--- src/rtl/hs_pkg.sv ---
// Shared definitions for the valid/ready handshake chain: slice mode codes
// and the capacity helper used to size the occupancy counter.
package hs_pkg;

  localparam int MODE_FWD  = 0;  // data/valid registered, ready combinational
  localparam int MODE_SKID = 1;  // ready registered, data/valid combinational
  localparam int MODE_FULL = 2;  // everything registered, two entries per slice

  // Number of items a chain of `depth` slices in `mode` can hold.
  function automatic int cap(input int mode, input int depth);
    return (mode == MODE_FULL) ? 2 * depth : depth;
  endfunction

endpackage

--- src/rtl/hs_slice.sv ---
// One valid/ready handshake slice. MODE picks one of three register
// arrangements at elaboration; all share the same port contract.
module hs_slice
  import hs_pkg::*;
#(
  parameter int L    = 8,
  parameter int MODE = MODE_FWD
) (
  input  logic         clk,
  input  logic         rst_ni,
  input  logic         flush_i,
  input  logic         valid_up_i,
  output logic         ready_up_o,
  input  logic [L-1:0] data_up_i,
  output logic         valid_dn_o,
  input  logic         ready_dn_i,
  output logic [L-1:0] data_dn_o
);

  generate
    if (MODE == MODE_FWD) begin : g_fwd
      logic         v_q, v_d;
      logic [L-1:0] d_q, d_d;

      // A slot frees up whenever the downstream side takes the held item.
      assign ready_up_o = ready_dn_i | ~v_q;
      assign valid_dn_o = v_q;
      assign data_dn_o  = d_q;

      // Next state: a new item overwrites the slot; otherwise a drain empties it.
      always_comb begin
        v_d = v_q;
        d_d = d_q;
        if (flush_i) begin
          v_d = 1'b0;
        end else if (valid_up_i && ready_up_o) begin
          v_d = 1'b1;
          d_d = data_up_i;
        end else if (ready_dn_i) begin
          v_d = 1'b0;
        end
      end

      // Slot register.
      always_ff @(posedge clk or negedge rst_ni) begin
        if (!rst_ni) begin
          v_q <= 1'b0;
          d_q <= '0;
        end else begin
          v_q <= v_d;
          d_q <= d_d;
        end
      end
    end else if (MODE == MODE_SKID) begin : g_skid
      logic         sv_q, sv_d;
      logic [L-1:0] sd_q, sd_d;

      // Upstream only sees the registered skid state, never ready_dn_i.
      assign ready_up_o = ~sv_q;
      assign valid_dn_o = valid_up_i | sv_q;
      assign data_dn_o  = sv_q ? sd_q : data_up_i;

      // Next state: park an item that downstream refused, release it once taken.
      always_comb begin
        sv_d = sv_q;
        sd_d = sd_q;
        if (flush_i) begin
          sv_d = 1'b0;
        end else if (valid_up_i && ready_up_o && !ready_dn_i) begin
          sv_d = 1'b1;
          sd_d = data_up_i;
        end else if (sv_q && ready_dn_i) begin
          sv_d = 1'b0;
        end
      end

      // Skid register.
      always_ff @(posedge clk or negedge rst_ni) begin
        if (!rst_ni) begin
          sv_q <= 1'b0;
          sd_q <= '0;
        end else begin
          sv_q <= sv_d;
          sd_q <= sd_d;
        end
      end
    end else begin : g_full
      logic         mv_q, mv_d, sv_q, sv_d;
      logic [L-1:0] md_q, md_d, sd_q, sd_d;
      logic         up_xfer, dn_xfer;

      // Main entry feeds downstream; skid absorbs the item that arrives
      // while main is stalled, so ready can stay a pure register output.
      assign ready_up_o = ~sv_q;
      assign valid_dn_o = mv_q;
      assign data_dn_o  = md_q;
      assign up_xfer    = valid_up_i & ~sv_q;
      assign dn_xfer    = mv_q & ready_dn_i;

      // Next state: skid refills main first; new items go to main if it frees up.
      always_comb begin
        mv_d = mv_q;
        md_d = md_q;
        sv_d = sv_q;
        sd_d = sd_q;
        if (flush_i) begin
          mv_d = 1'b0;
          sv_d = 1'b0;
        end else if (sv_q) begin
          if (dn_xfer) begin
            md_d = sd_q;
            sv_d = 1'b0;
          end
        end else if (up_xfer && (!mv_q || dn_xfer)) begin
          mv_d = 1'b1;
          md_d = data_up_i;
        end else if (up_xfer) begin
          sv_d = 1'b1;
          sd_d = data_up_i;
        end else if (dn_xfer) begin
          mv_d = 1'b0;
        end
      end

      // Main and skid registers.
      always_ff @(posedge clk or negedge rst_ni) begin
        if (!rst_ni) begin
          mv_q <= 1'b0;
          md_q <= '0;
          sv_q <= 1'b0;
          sd_q <= '0;
        end else begin
          mv_q <= mv_d;
          md_q <= md_d;
          sv_q <= sv_d;
          sd_q <= sd_d;
        end
      end
    end
  endgenerate

endmodule

--- src/rtl/hs_pipe_chain.sv ---
// DEPTH handshake slices in series, with flush gating at both ends and an
// occupancy counter that tracks items between the upstream and downstream ports.
module hs_pipe_chain
  import hs_pkg::*;
#(
  parameter  int L     = 8,
  parameter  int DEPTH = 2,
  parameter  int MODE  = 0,
  localparam int CAP   = cap(MODE, DEPTH),
  localparam int OW    = $clog2(CAP + 1)
) (
  input  logic          clk,
  input  logic          rst,
  input  logic          flush,
  input  logic          valid_f,
  output logic          ready_f,
  input  logic [L-1:0]  data_f,
  output logic          valid_b,
  input  logic          ready_b,
  output logic [L-1:0]  data_b,
  output logic [OW-1:0] occupancy,
  output logic          empty,
  output logic          full
);

  // Link gi sits in front of slice gi; link DEPTH is the downstream port.
  logic         valid_w [DEPTH+1];
  logic         ready_w [DEPTH+1];
  logic [L-1:0] data_w  [DEPTH+1];

  logic          up_xfer, dn_xfer;
  logic [OW-1:0] occ_q, occ_d;

  // Flush blocks both ends so nothing enters or leaves during the discard.
  assign valid_w[0]     = valid_f & ~flush;
  assign data_w[0]      = data_f;
  assign ready_w[DEPTH] = ready_b & ~flush;

  assign ready_f = ready_w[0] & ~flush;
  assign valid_b = valid_w[DEPTH] & ~flush;
  // Zero the data bus while idle so stale or pass-through values never show.
  assign data_b  = valid_b ? data_w[DEPTH] : '0;

  generate
    for (genvar gi = 0; gi < DEPTH; gi++) begin : g_slice
      hs_slice #(
        .L    (L),
        .MODE (MODE)
      ) u_slice (
        .clk        (clk),
        .rst_ni     (rst),
        .flush_i    (flush),
        .valid_up_i (valid_w[gi]),
        .ready_up_o (ready_w[gi]),
        .data_up_i  (data_w[gi]),
        .valid_dn_o (valid_w[gi+1]),
        .ready_dn_i (ready_w[gi+1]),
        .data_dn_o  (data_w[gi+1])
      );
    end
  endgenerate

  assign up_xfer = valid_f & ready_f;
  assign dn_xfer = valid_b & ready_b;

  // Occupancy next state: count in on entry, out on exit, cleared by flush.
  always_comb begin
    occ_d = occ_q;
    if (flush) begin
      occ_d = '0;
    end else if (up_xfer && !dn_xfer) begin
      occ_d = occ_q + OW'(1);
    end else if (!up_xfer && dn_xfer) begin
      occ_d = occ_q - OW'(1);
    end
  end

  // Occupancy register.
  always_ff @(posedge clk or negedge rst) begin
    if (!rst) begin
      occ_q <= '0;
    end else begin
      occ_q <= occ_d;
    end
  end

  assign occupancy = occ_q;
  assign empty     = (occ_q == '0);
  assign full      = (occ_q == OW'(CAP));

endmodule

--- config.mk ---
export PLATFORM = sky130hd
export DESIGN_NAME = hs_pipe_chain
export DESIGN_NICKNAME = d
export VERILOG_FILES = /design/src/rtl/hs_pkg.sv /design/src/rtl/hs_slice.sv /design/src/rtl/hs_pipe_chain.sv
export SDC_FILE = /design/constraint.sdc
export NUM_CORES = 1
export LEC_CHECK = 0
export ABC_AREA = 0
export ABC_CLOCK_PERIOD_IN_PS = 1500
export CAP_MARGIN = 20
export CELL_PAD_IN_SITES_DETAIL_PLACEMENT = 0
export CELL_PAD_IN_SITES_GLOBAL_PLACEMENT = 1
export CORE_MARGIN = 5
export CORE_UTILIZATION = 32
export DETAILED_ROUTE_END_ITERATION = 10
export GPL_TIMING_DRIVEN = 0
export HOLD_SLACK_MARGIN = 0.1
export PLACE_DENSITY = 0.75
export SYNTH_ARGS = -nofsm -noshare
export SYNTH_HDL_FRONTEND = slang
export SYNTH_SLANG_ARGS = --single-unit
--- constraint.sdc ---
create_clock -name clk -period 1.5 [get_ports clk]
set_clock_uncertainty 0.05 [all_clocks]
set_input_delay 0.15 -clock clk [delete_from_list [all_inputs] [get_ports clk]]
set_output_delay 0.15 -clock clk [all_outputs]
set_load 0.05 [all_outputs]
# Yosys cells after proc, flatten, opt, wreduce, memory -nomap -nowiden
# Cells that the tools add are included.
[word_totals]
ff_bits = 20
latchBits = 0
ram_bits = 0
romBits = 0
inputBits = 13
out_inout_bits = 14
elab_cells = 41
mem_count = 0
[classes]
n_addsub = 2
n_mul = 0
div = 0
order_cmp = 0
eq_ne = 1
shift = 0
n_mux = 10
bitwise = 11
n_reduce_logical = 12
[ops]
columns = ["operator", "n"]
rows = [
  ["nonzero test 3 bit", 3],
  ["2-to-1 mux 8 bit", 1],
  ["bitwise AND 1 bit", 6],
  ["2-to-1 mux 1 bit", 6],
  ["2-to-1 mux 2 bit", 3],
  ["logical AND 1 bit", 4],
  ["AND reduction 2 bit", 2],
  ["NOT 1 bit", 3],
  ["adder 2 x 1 -> 2 bit, second input constant", 1],
  ["equality test 2 bit, second input constant", 1],
  ["zero test 1 bit", 2],
  ["zero test 2 bit", 1],
  ["OR 1 bit", 2],
  ["subtractor 2 x 1 -> 2 bit, second input constant", 1],
]

# Logic depth before layout (Yosys ltp)
# Gate-level depths: netlist of the first run.
[logic_depth]
depth_word = 11
mapped_depth = 4
mapped_depth_nobuf = 3

# Hierarchy
# From an unflattened synthesis of the first run, not the netlist that was laid out.
[unflattened]
cells_unflattened = 74
area_unflattened_um2 = 960.9
[by_module_without_submodules]
columns = ["mod", "n_inst", "cells_per_inst", "area_per_inst_um2", "seq_area_each_um2"]
rows = [
  ["hs_slice", 2, 22, 359.1, 225.2],
  ["hs_pipe_chain", 1, 30, 242.7, 50.0],
]

# Least setup slack after synthesis of the first run
# No wires, ideal clock.
[synth_path]
path_type = "register -> output"
from = "register g_slice[1].u_slice.g_fwd.v_q"
to = "output data_b[0]"
arrival_ps = 1608
required_time_ps = 1300
path_slack_ps = -308
stages_incl_launch_ff = 4
n_path_buf = 1
path_cell_list = "dfrtp_1 > nor2b_1 > clkbuf_1 > and2_1"
[synth_via]
elab_chain_cells = 2
[synth_rtl]
columns = ["element", "line", "text"]
rows = [
  ["from (decl)", "hs_slice.sv:22", "logic v_q, v_d;"],
  ["from (signal assigned)", "hs_slice.sv:50", "v_q <= v_d;"],
  ["bitwise AND 1 bit", "hs_pipe_chain.sv:40", "assign valid_b = valid_w[DEPTH] & ~flush;"],
  ["net valid_b", "hs_pipe_chain.sv:18", "output logic valid_b,"],
  ["2-to-1 mux 8 bit", "hs_pipe_chain.sv:42", "assign data_b = valid_b ? data_w[DEPTH] : '0;"],
  ["to (decl)", "hs_pipe_chain.sv:20", "output logic [L-1:0] data_b,"],
]
# The timed path passes the listed nets, and every way through them passes these cells.

# Worst setup path after layout of the first run
[layout_path]
from = "register g_slice[1].u_slice.g_fwd.v_q"
to = "output data_b[6]"
[layout_via]
elab_chain_cells = 2
[layout_rtl]
columns = ["element", "line"]
rows = [
  ["bitwise AND 1 bit", "hs_pipe_chain.sv:40"],
  ["2-to-1 mux 8 bit", "hs_pipe_chain.sv:42"],
]
# No other way between the ends.

==> run_results.csv, run 1 <==
group,metric,value,unit
timing,hold_viol,0,
timing,grt_setup_unrepaired,"true",
layout,final_core_util,51.04,%
min_path,hp-class,"in -> reg",
yosys,postSynthCellCount,71,
clock_tree,cts_made_buffers,3,
clock_tree,cts.sinks,20,
placement,post-place-ws,-0.5984,ns
layout,finalNonFillerCells,137,
routing,routed_via_density,4.752,
worst_setup_path,cp-start-kind,"flip-flop",
worst_setup_path,rr_endpoint,"g_slice[1].u_slice.data_dn_o[2]",
worst_setup_path,r2r_cells,4,
layout,nNetsFinal,120,
floorplanning,io_pins,27,
worst_setup_path,cp_num_cells,3,
clock_tree,clock_path_buffers,2,
timing,post-route-period-util,99.56,%
timing,tns,0,ns
worst_setup_path,end_kind,"output pin",
timing,slew_headroom,42.39,%
timing,max_freq,669.6,MHz
placement,port_buffers,25,
clock_tree,clkTransAtPathRegs,0.11,ns
timing,drv_slew,0,
grt,gr-max-usage-layer,"met2",
layout,most-common-layout-cells,"dfrtp_1, mux2_2, clkdlybuf4s50_1",
placement,gp_congestion,0.7619,
clock_tree,cts_hold_buf,2,
pwr,leakagePower,0.6095,nW
pwr,powerDensity,1050,mW/mm²
floorplanning,core,0.002758,mm²
grt,grt_pass1_wl,3208,µm
layout,drive_gt1_share,54.72,%
clock_tree,clk_latency,0.29,ns
worst_setup_path,cp_max_fo,6,
placement,hpwl,1402,µm
layout,antennaDiodeCount,0,
layout,regArea,501.7,µm²
worst_setup_path,r2r_setup_slack,0.007,ns
worst_setup_path,cp_top_family,"flip-flops",
yosys,synth_area_per_cell,13.04,µm²
worst_setup_path,cp_num_buf_inv,1,
yosys,netlist_area,925.9,µm²
grt,grt_pass1_vias,721,
worst_setup_path,arrival,1.29,ns
run_status,status,"complete, no violations",
routing,drt-initial-drc-count,8,
worst_setup_path,path_cells,"nor2b_4 > and2_4 > buf_8",
yosys,ys_seq_area_share,54.05,%
routing,remaining_drc_errors,0,
worst_setup_path,r2r_start,"g_slice[1].u_slice.valid_dn_o",
yosys,synth.distinct_cells,21,
yosys,syn-num-nets,84,
worst_setup_path,worstPathRequired,1.30,ns
grt,track_usage,9.708,%
floorplanning,initial_utilization,33.58,%
timing,layout_setup_ws,0.006577,ns
floorplanning,die_w,63.79,µm
grt,grtUsageMet3,1.226,%
layout,num-fill-cells,260,
yosys,yosys_register_bits,20,
layout,syn_to_final_growth,52.03,%
pwr,vdd_drop_max,0.8395,mV
clock_tree,cts_tree,"built",
grt,antenna_found_initial,0,
timing,min_period,1.493,ns
yosys,yosysWarnings,0,
routing,wire_per_inst,14.92,µm
floorplanning,rows,19,
worst_setup_path,slowest_delay,0.44,ns
grt,gr-total-overflow,0,
routing,routed_wl,2044,µm
grt,grt_use_met2,17.71,%
worst_setup_path,criticalPathCategory,"reg -> out",
grt,grt_max_degree,21,
layout,layout_commonest_cell,"dfrtp_1",
worst_setup_path,slowest_stage,"dfrtp_2",
routing,firstDrtPassIters,3,
placement,dpl.cell_count,127,
routing,ant_nets,0,
clock_tree,cts_root_buf,"clkbuf_4",
worst_setup_path,crit_end,"data_b[6]",
timing,worstMarginPinSlew,0.8614,ns
layout,multi_input_area,464.2,µm²
timing,whs,0.03644,ns
worst_setup_path,setup.worst_path.start,"g_slice[1].u_slice.valid_dn_o",
floorplanning,die_area,0.004069,mm²
floorplanning,die_y,63.79,µm
routing,vias,651,
flow_run,drv_cap,0,
clock_tree,htreeDepth,1,
grt,met1_usage,10.68,%
timing,setup_viol,0,
[state kept, by name, indices dropped and copies added, names as in the netlist]
register	cells
g_slice.u_slice.data_dn_o	16
g_slice.u_slice.valid_dn_o	2
occupancy	2
[logic make-up after synthesis]
logic type | Yosys count | share of synthesized area, %
and+or+nand+nor | 27 | 20.00
DFF | 20 | 54.05
muxes | 17 | 20.68
AOI/OAI and AO/OA | 5 | 3.649
buffers and inverters | 2 | 1.621
[report_power, final]
part / switching (mW) / internal [mW] / total, mW
Combinational: 0.161 / 0.185 / 0.346
Clock: 0.161 / 0.270 / 0.431
Sequential: 0.0588 / 0.643 / 0.702
Total: 0.381 / 1.10 / 1.48
[cell usage after synthesis]
cell / instances / area (µm²)
a211oi_1: 1 / 7.510
mux2_2: 17 / 191.4
nor3b_1: 1 / 7.510
and2_1: 8 / 50.05
nor2b_4: 1 / 13.76
and3b_1: 1 / 8.760
and2b_1: 1 / 7.510
o21ai_0: 1 / 5.000
nor4bb_1: 1 / 10.01
o211ai_1: 1 / 7.510
and3b_2: 1 / 10.01
nor2_1: 7 / 26.28
a21boi_0: 1 / 7.510
nand2_2: 1 / 6.260
a31oi_1: 1 / 6.260
nor2b_1: 3 / 18.77
buf_6: 1 / 11.26
clkbuf_1: 1 / 3.750
dfrtp_1: 20 / 500.5
nand3b_1: 1 / 7.510
nor3b_4: 1 / 18.77
[routing by layer]
metal  up-vias  share of wire (%)
li1        315                  -
met3         2                2.7
met5         -                  0
met2         9                 56
met4         0                1.4
met1       325                 40
[stage by stage]
stage / power (mW) / instance area [µm²]
final: 1.479 / 1408
after global routing: 1.551 / 1408
after CTS: 1.477 / 1345
after detailed placement: 1.029 / 1230
after global placement: 1.006 / 1230
after floorplan: 0.9043 / 940.9
[worst reg2reg max path, cell delays in order (launching register included)]
cell	delay [ns]
dfrtp_2	0.47
nor2b_4	0.15
nor3b_4	0.23
buf_12	0.15
mux2_2	0.34
[final cells by class]
class	instances	area share [%]
Timing Repair Buffer	31	24.09
Clock buffer	3	1.600
Clock inverter	1	2.133
Buffer	1	0.8000
Multi-Input combinational cell	50	32.98
Sequential cell	20	35.64
Tap cell	31	2.756
[how the worst min path moves through the flow]
stage                      from                         endpoint  slack [ns]  cells past startpoint
after floorplan             rst  g_slice[0].u_slice.data_dn_o[0]       -0.20                      0
after global placement    flush    g_slice[1].u_slice.valid_dn_o        0.31                      2
after global routing      flush                     occupancy[0]        0.04                      2
final                     flush    g_slice[0].u_slice.valid_dn_o        0.04                      2
after CTS                 flush                     occupancy[0]        0.01                      2
after detailed placement  flush    g_slice[0].u_slice.valid_dn_o        0.32                      2
[what timing repair did]
action,in CTS,in global routing
gates cloned,0,1
endpoints found under the hold margin,3,2
endpoints found under the setup margin,22,18
pin swaps,1,5
gates resized for setup,81,26
setup buffers,3,2
Note: power is estimated with default switching activity, not from simulation.
==> inputs of run 2 (changes only) <==
--- a/config.mk
+++ b/config.mk
@@ -10,11 +10,13 @@
 export CAP_MARGIN = 20
 export CELL_PAD_IN_SITES_DETAIL_PLACEMENT = 0
 export CELL_PAD_IN_SITES_GLOBAL_PLACEMENT = 1
+export CORE_ASPECT_RATIO = 0.9
 export CORE_MARGIN = 5
 export CORE_UTILIZATION = 32
 export DETAILED_ROUTE_END_ITERATION = 10
 export GPL_TIMING_DRIVEN = 0
 export HOLD_SLACK_MARGIN = 0.1
+export MAX_ROUTING_LAYER = met4
 export PLACE_DENSITY = 0.75
 export SYNTH_ARGS = -nofsm -noshare
 export SYNTH_HDL_FRONTEND = slang
==> run_results.csv, run 2 (synthesized netlist as in run 1, its figures left out) <==
group,metric,value,unit
floorplanning,initial_utilization,33.42,%
worst_setup_path,worstPathRequired,1.30,ns
layout,antennaDiodeCount,0,
grt,grt_pass1_wl,3063,µm
routing,ant_nets,0,
placement,dpl.cell_count,136,
routing,drt-initial-drc-count,7,
layout,drive_gt1_share,52.94,%
grt,grt_pass1_vias,653,
pwr,vdd_drop_max,0.5916,mV
timing,post-route-period-util,98.76,%
grt,grt_max_degree,21,
routing,remaining_drc_errors,0,
clock_tree,htreeDepth,1,
clock_tree,clkTransAtPathRegs,0.10,ns
timing,min_period,1.481,ns
placement,post-place-ws,-0.5710,ns
grt,antenna_found_initial,0,
floorplanning,die_area,0.004071,mm²
worst_setup_path,crit_end,"data_b[7]",
layout,nNetsFinal,117,
grt,track_usage,10.66,%
worst_setup_path,setup.worst_path.start,"g_slice[1].u_slice.valid_dn_o",
timing,drv_slew,0,
layout,num-fill-cells,254,
worst_setup_path,rr_endpoint,"g_slice[1].u_slice.data_dn_o[0]",
placement,gp_congestion,0.7053,
worst_setup_path,r2r_setup_slack,0.02,ns
layout,most-common-layout-cells,"dfrtp_1, buf_6, clkdlybuf4s50_1",
timing,worstMarginPinSlew,0.8434,ns
layout,layout_commonest_cell,"dfrtp_1",
floorplanning,core,0.002770,mm²
floorplanning,rows,18,
clock_tree,clk_latency,0.29,ns
pwr,powerDensity,965.6,mW/mm²
routing,firstDrtPassIters,4,
worst_setup_path,end_kind,"output pin",
worst_setup_path,arrival,1.28,ns
grt,gr-total-overflow,0,
routing,vias,628,
clock_tree,cts_tree,"built",
worst_setup_path,criticalPathCategory,"reg -> out",
timing,grt_setup_unrepaired,"true",
worst_setup_path,r2r_cells,4,
floorplanning,die_y,61.03,µm
routing,wire_per_inst,13.41,µm
routing,routed_via_density,4.423,
pwr,leakagePower,0.5986,nW
clock_tree,clock_path_buffers,2,
clock_tree,cts.sinks,20,
min_path,hp-class,"in -> reg",
routing,routed_wl,1904,µm
layout,final_core_util,48.69,%
timing,max_freq,675.1,MHz
floorplanning,die_w,66.70,µm
timing,setup_viol,0,
layout,finalNonFillerCells,142,
clock_tree,cts_made_buffers,3,
run_status,status,"complete, no violations",
worst_setup_path,cp_max_fo,6,
layout,syn_to_final_growth,45.68,%
timing,slew_headroom,43.60,%
placement,hpwl,1325,µm
worst_setup_path,r2r_start,"g_slice[1].u_slice.valid_dn_o",
floorplanning,io_pins,27,
clock_tree,cts_hold_buf,1,
timing,hold_viol,0,
timing,tns,0,ns
timing,layout_setup_ws,0.01867,ns
worst_setup_path,cp-start-kind,"flip-flop",
clock_tree,cts_root_buf,"clkbuf_4",
flow_run,drv_cap,0,
layout,largest_reg_flops,16,
placement,port_buffers,25,
[run 2: cell count changes in the layout (fill, tap and decap cells not counted), sizes merged]
| cell | delta |
|---|---|
| bufinv | -1 |
| clkbuf | +1 |
| dlymetal6s2s | +1 |
| buf | -3 |
| dlygate4sd2 | -1 |
| clkdlybuf4s15 | -1 |
[run 2: metrics by stage]
stage               area (µm²)  power (mW)  hold WS (ns)
global route              1349       1.397       0.01385
floorplan                940.9      0.9043       -0.1956
finish                    1349       1.302       0.03358
global placement          1241       1.005        0.3087
detailed placement        1241       1.024        0.3102
CTS                       1310       1.279     -0.001513
[run 2: routing by layer]
| metal | share of wire, % | track usage [%] |
|---|---|---|
| met5 | 0 | - |
| met3 | 1.8 | 2.190 |
| met2 | 53 | 17.23 |
| met4 | 1.4 | 5.217 |
| met1 | 44 | 12.80 |
[run 2: final cells by class]
type / instances / area [µm²] / area share [%]
flip-flops and latches: 20 / 501.7 / 37.20
multi-input cells: 50 / 478.0 / 35.44
repair buffers: 28 / 285.3 / 21.15
well taps: 40 / 50.05 / 3.711
clock buffers: 3 / 22.52 / 1.670
plain buffers: 1 / 11.26 / 0.8349
[run 2: report_power, final]
| group | internal [mW] | total (mW) | switching, mW |
|---|---|---|---|
| Sequential | 0.643 | 0.702 | 0.0586 |
| Clock | 0.0933 | 0.238 | 0.145 |
| Combinational | 0.205 | 0.362 | 0.157 |
| Total | 0.942 | 1.30 | 0.361 |
[run 2: worst min-delay path by stage]
stage / endpoint / slack [ns] / startpoint / cells past startpoint
floorplan: g_slice[0].u_slice.data_dn_o[0] / -0.20 / rst / 0
global route: occupancy[0] / 0.01 / flush / 2
CTS: g_slice[0].u_slice.valid_dn_o / -0.002 / flush / 2
detailed placement: g_slice[0].u_slice.valid_dn_o / 0.31 / flush / 2
global placement: g_slice[1].u_slice.valid_dn_o / 0.31 / flush / 2
finish: g_slice[0].u_slice.valid_dn_o / 0.03 / flush / 2
[run 2: what timing repair did]
action                                  4_1_cts  5_1_grt
cloned                                        0        1
buffers inserted                              2        0
endpoints found under the setup margin       22       19
gates resized for setup                      80       19
endpoints found under the hold margin         3        2
pin swaps                                     0        1
[run 2: critical path, stage by stage (launching register included)]
cell and delay (ns):
dfrtp_2 0.46, nor2b_2 0.19, and2_2 0.20, buf_6 0.15
==> inputs of run 3 (changes only) <==
==> constraint.sdc (replaced) <==
create_clock -name clk -period 1.5 [get_ports clk]
set_clock_uncertainty 0.05 [all_clocks]
set_input_delay 0.15 -clock clk [delete_from_list [all_inputs] [get_ports clk]]
set_output_delay 0.15 -clock clk [all_outputs]
set_load 0.02 [all_outputs]
==> run_results.csv, run 3 (synthesized netlist as in run 1, its figures left out) <==
group,metric,value,unit
floorplanning,initial_utilization,33.42,%
timing,post-route-period-util,100.1,%
timing,min_period,1.501,ns
worst_setup_path,cp-start-kind,"flip-flop",
timing,slew_headroom,40.60,%
grt,track_usage,10.67,%
layout,largest_reg_flops,16,
clock_tree,htreeDepth,1,
min_path,worst_hold_startpoint,"flush",
placement,dpl.cell_count,136,
routing,vias,667,
flow_run,drv_cap,0,
layout,final_core_util,51.94,%
timing,max_freq,666.0,MHz
layout,finalNonFillerCells,147,
routing,ant_nets,0,
grt,gr-total-overflow,0,
timing,hold_viol,0,
routing,drt-initial-drc-count,18,
worst_setup_path,cp_num_buf_inv,2,
layout,antennaDiodeCount,0,
timing,drv_slew,0,
clock_tree,clock_path_buffers,2,
routing,wire_per_inst,13.29,µm
layout,num-fill-cells,252,
floorplanning,core,0.002770,mm²
worst_setup_path,end_kind,"flip-flop",
min_path,whs_endpoint,"occupancy[1]",
timing,setup_viol,2,
grt,grt_max_degree,21,
floorplanning,die_w,66.70,µm
clock_tree,cts_tree,"built",
floorplanning,die_y,61.03,µm
run_status,violations,"negative setup slack",
min_path,hold_depth,3,
routing,routed_via_density,4.537,
clock_tree,clk_latency,0.30,ns
layout,syn_to_final_growth,55.41,%
worst_setup_path,r2r_cells,5,
layout,layout_commonest_cell,"dfrtp_1",
worst_setup_path,path_cells,"buf_6 > nor2b_4 > nor3b_4 > buf_6 > mux2_4",
worst_setup_path,cp_max_fo,5,
worst_setup_path,slowest_stage,"dfrtp_2",
clock_tree,clkTransAtPathRegs,0.12,ns
placement,gp_congestion,0.7311,
routing,routed_wl,1953,µm
run_status,status,"complete, but fails checks",
timing,layout_setup_ws,-0.001431,ns
worst_setup_path,rr_endpoint,"g_slice[1].u_slice.data_dn_o[0]",
layout,nNetsFinal,121,
worst_setup_path,worstPathRequired,1.66,ns
placement,post-place-ws,-0.4273,ns
clock_tree,cts_root_buf,"clkbuf_4",
worst_setup_path,cp_top_family,"flip-flops",
grt,antenna_found_initial,0,
clock_tree,cts.sinks,20,
worst_setup_path,arrival,1.66,ns
timing,worstMarginPinSlew,0.8883,ns
placement,port_buffers,25,
grt,grt_pass1_vias,674,
grt,grt_pass1_wl,3132,µm
floorplanning,rows,18,
clock_tree,cts_made_buffers,3,
layout,most-common-layout-cells,"dfrtp_1, buf_6, clkdlybuf4s50_1",
floorplanning,io_pins,27,
placement,placed_area,0.001226,mm²
routing,firstDrtPassIters,2,
layout,drive_gt1_share,50.47,%
worst_setup_path,slowest_delay,0.42,ns
timing,grt_setup_unrepaired,"true",
worst_setup_path,r2r_setup_slack,-0.001,ns
floorplanning,die_area,0.004071,mm²
placement,hpwl,1282,µm
layout,finalInstanceArea,0.001439,mm²
pwr,p_total,1.472,mW
pwr,leakagePower,0.6522,nW
worst_setup_path,criticalPathCategory,"reg -> reg",
routing,remaining_drc_errors,0,
min_path,hp-class,"in -> reg",
pwr,vdd_drop_max,0.8923,mV
pwr,powerDensity,1023,mW/mm²
worst_setup_path,r2r_start,"g_slice[1].u_slice.valid_dn_o",
worst_setup_path,crit_path_frequent_cell,"buf_6",
==> run 3: power by group <==
part / internal [mW] / total, mW / switching, mW
registers: 0.643 / 0.702 / 0.0582
clock network: 0.270 / 0.437 / 0.166
logic: 0.220 / 0.334 / 0.114
==> run 3: final cells by class <==
cell class              count  area [µm²]  area share (%)
clock buffers               3       22.52           1.565
plain buffers               2       26.28           1.826
flip-flops and latches     20       501.7           34.87
multi-input cells          49       483.0           33.57
well taps                  40       50.05           3.478
clock inverters             1       30.03           2.087
repair buffers             32       325.3           22.61
==> run 3: worst reg2reg max path, stage by stage (launching register included) <==
cell     delay, ns
dfrtp_2       0.42
buf_6         0.12
nor2b_4       0.13
nor3b_4       0.22
buf_6         0.17
mux2_4        0.30
==> run 3: worst max path at each step <==
stage / start / slack (ns) / to / depth (start not counted)
floorplan: g_slice[1].u_slice.valid_dn_o / 0.09 / g_slice[1].u_slice.data_dn_o[0] / 3
global placement: g_slice[1].u_slice.valid_dn_o / -0.42 / data_b[5] / 4
detailed placement: g_slice[1].u_slice.valid_dn_o / -0.43 / data_b[5] / 4
CTS: g_slice[1].u_slice.valid_dn_o / -0.11 / g_slice[1].u_slice.data_dn_o[2] / 6
global route: g_slice[1].u_slice.valid_dn_o / -0.05 / g_slice[1].u_slice.data_dn_o[2] / 5
finish: g_slice[1].u_slice.valid_dn_o / -0.001 / g_slice[1].u_slice.data_dn_o[0] / 5
==> run 3: through the flow <==
stage / hold WS, ns / TNS [ns]
final: 0.1665 / -0.002315
after global routing: 0.1445 / -0.6044
after CTS: -0.01174 / -1.051
after detailed placement: 0.3177 / -8.595
after global placement: 0.3114 / -8.118
after floorplan: -0.1956 / 0
==> run 3: metal layers <==
| metal | wire length (µm) | part of all wire, % | vias to the layer above | global-route usage [%] |
|---|---|---|---|---|
| met2 | 977 | 50 | 12 | 16.95 |
| met3 | 73 | 3.7 | 5 | 2.920 |
| met1 | 864 | 44 | 331 | 12.94 |
| met4 | 38 | 1.9 | 0 | 4.348 |
| li1 | - | - | 319 | - |
| met5 | 0 | 0 | - | - |
==> run 3: repair_timing <==
action / 4_1_cts / 5_1_grt
buffers inserted: 5 / 1
cloned: 1 / 0
resized for setup: 68 / 26
pin swaps: 1 / 6
hold endpoints to repair: 3 / 3
setup endpoints to repair: 22 / 28
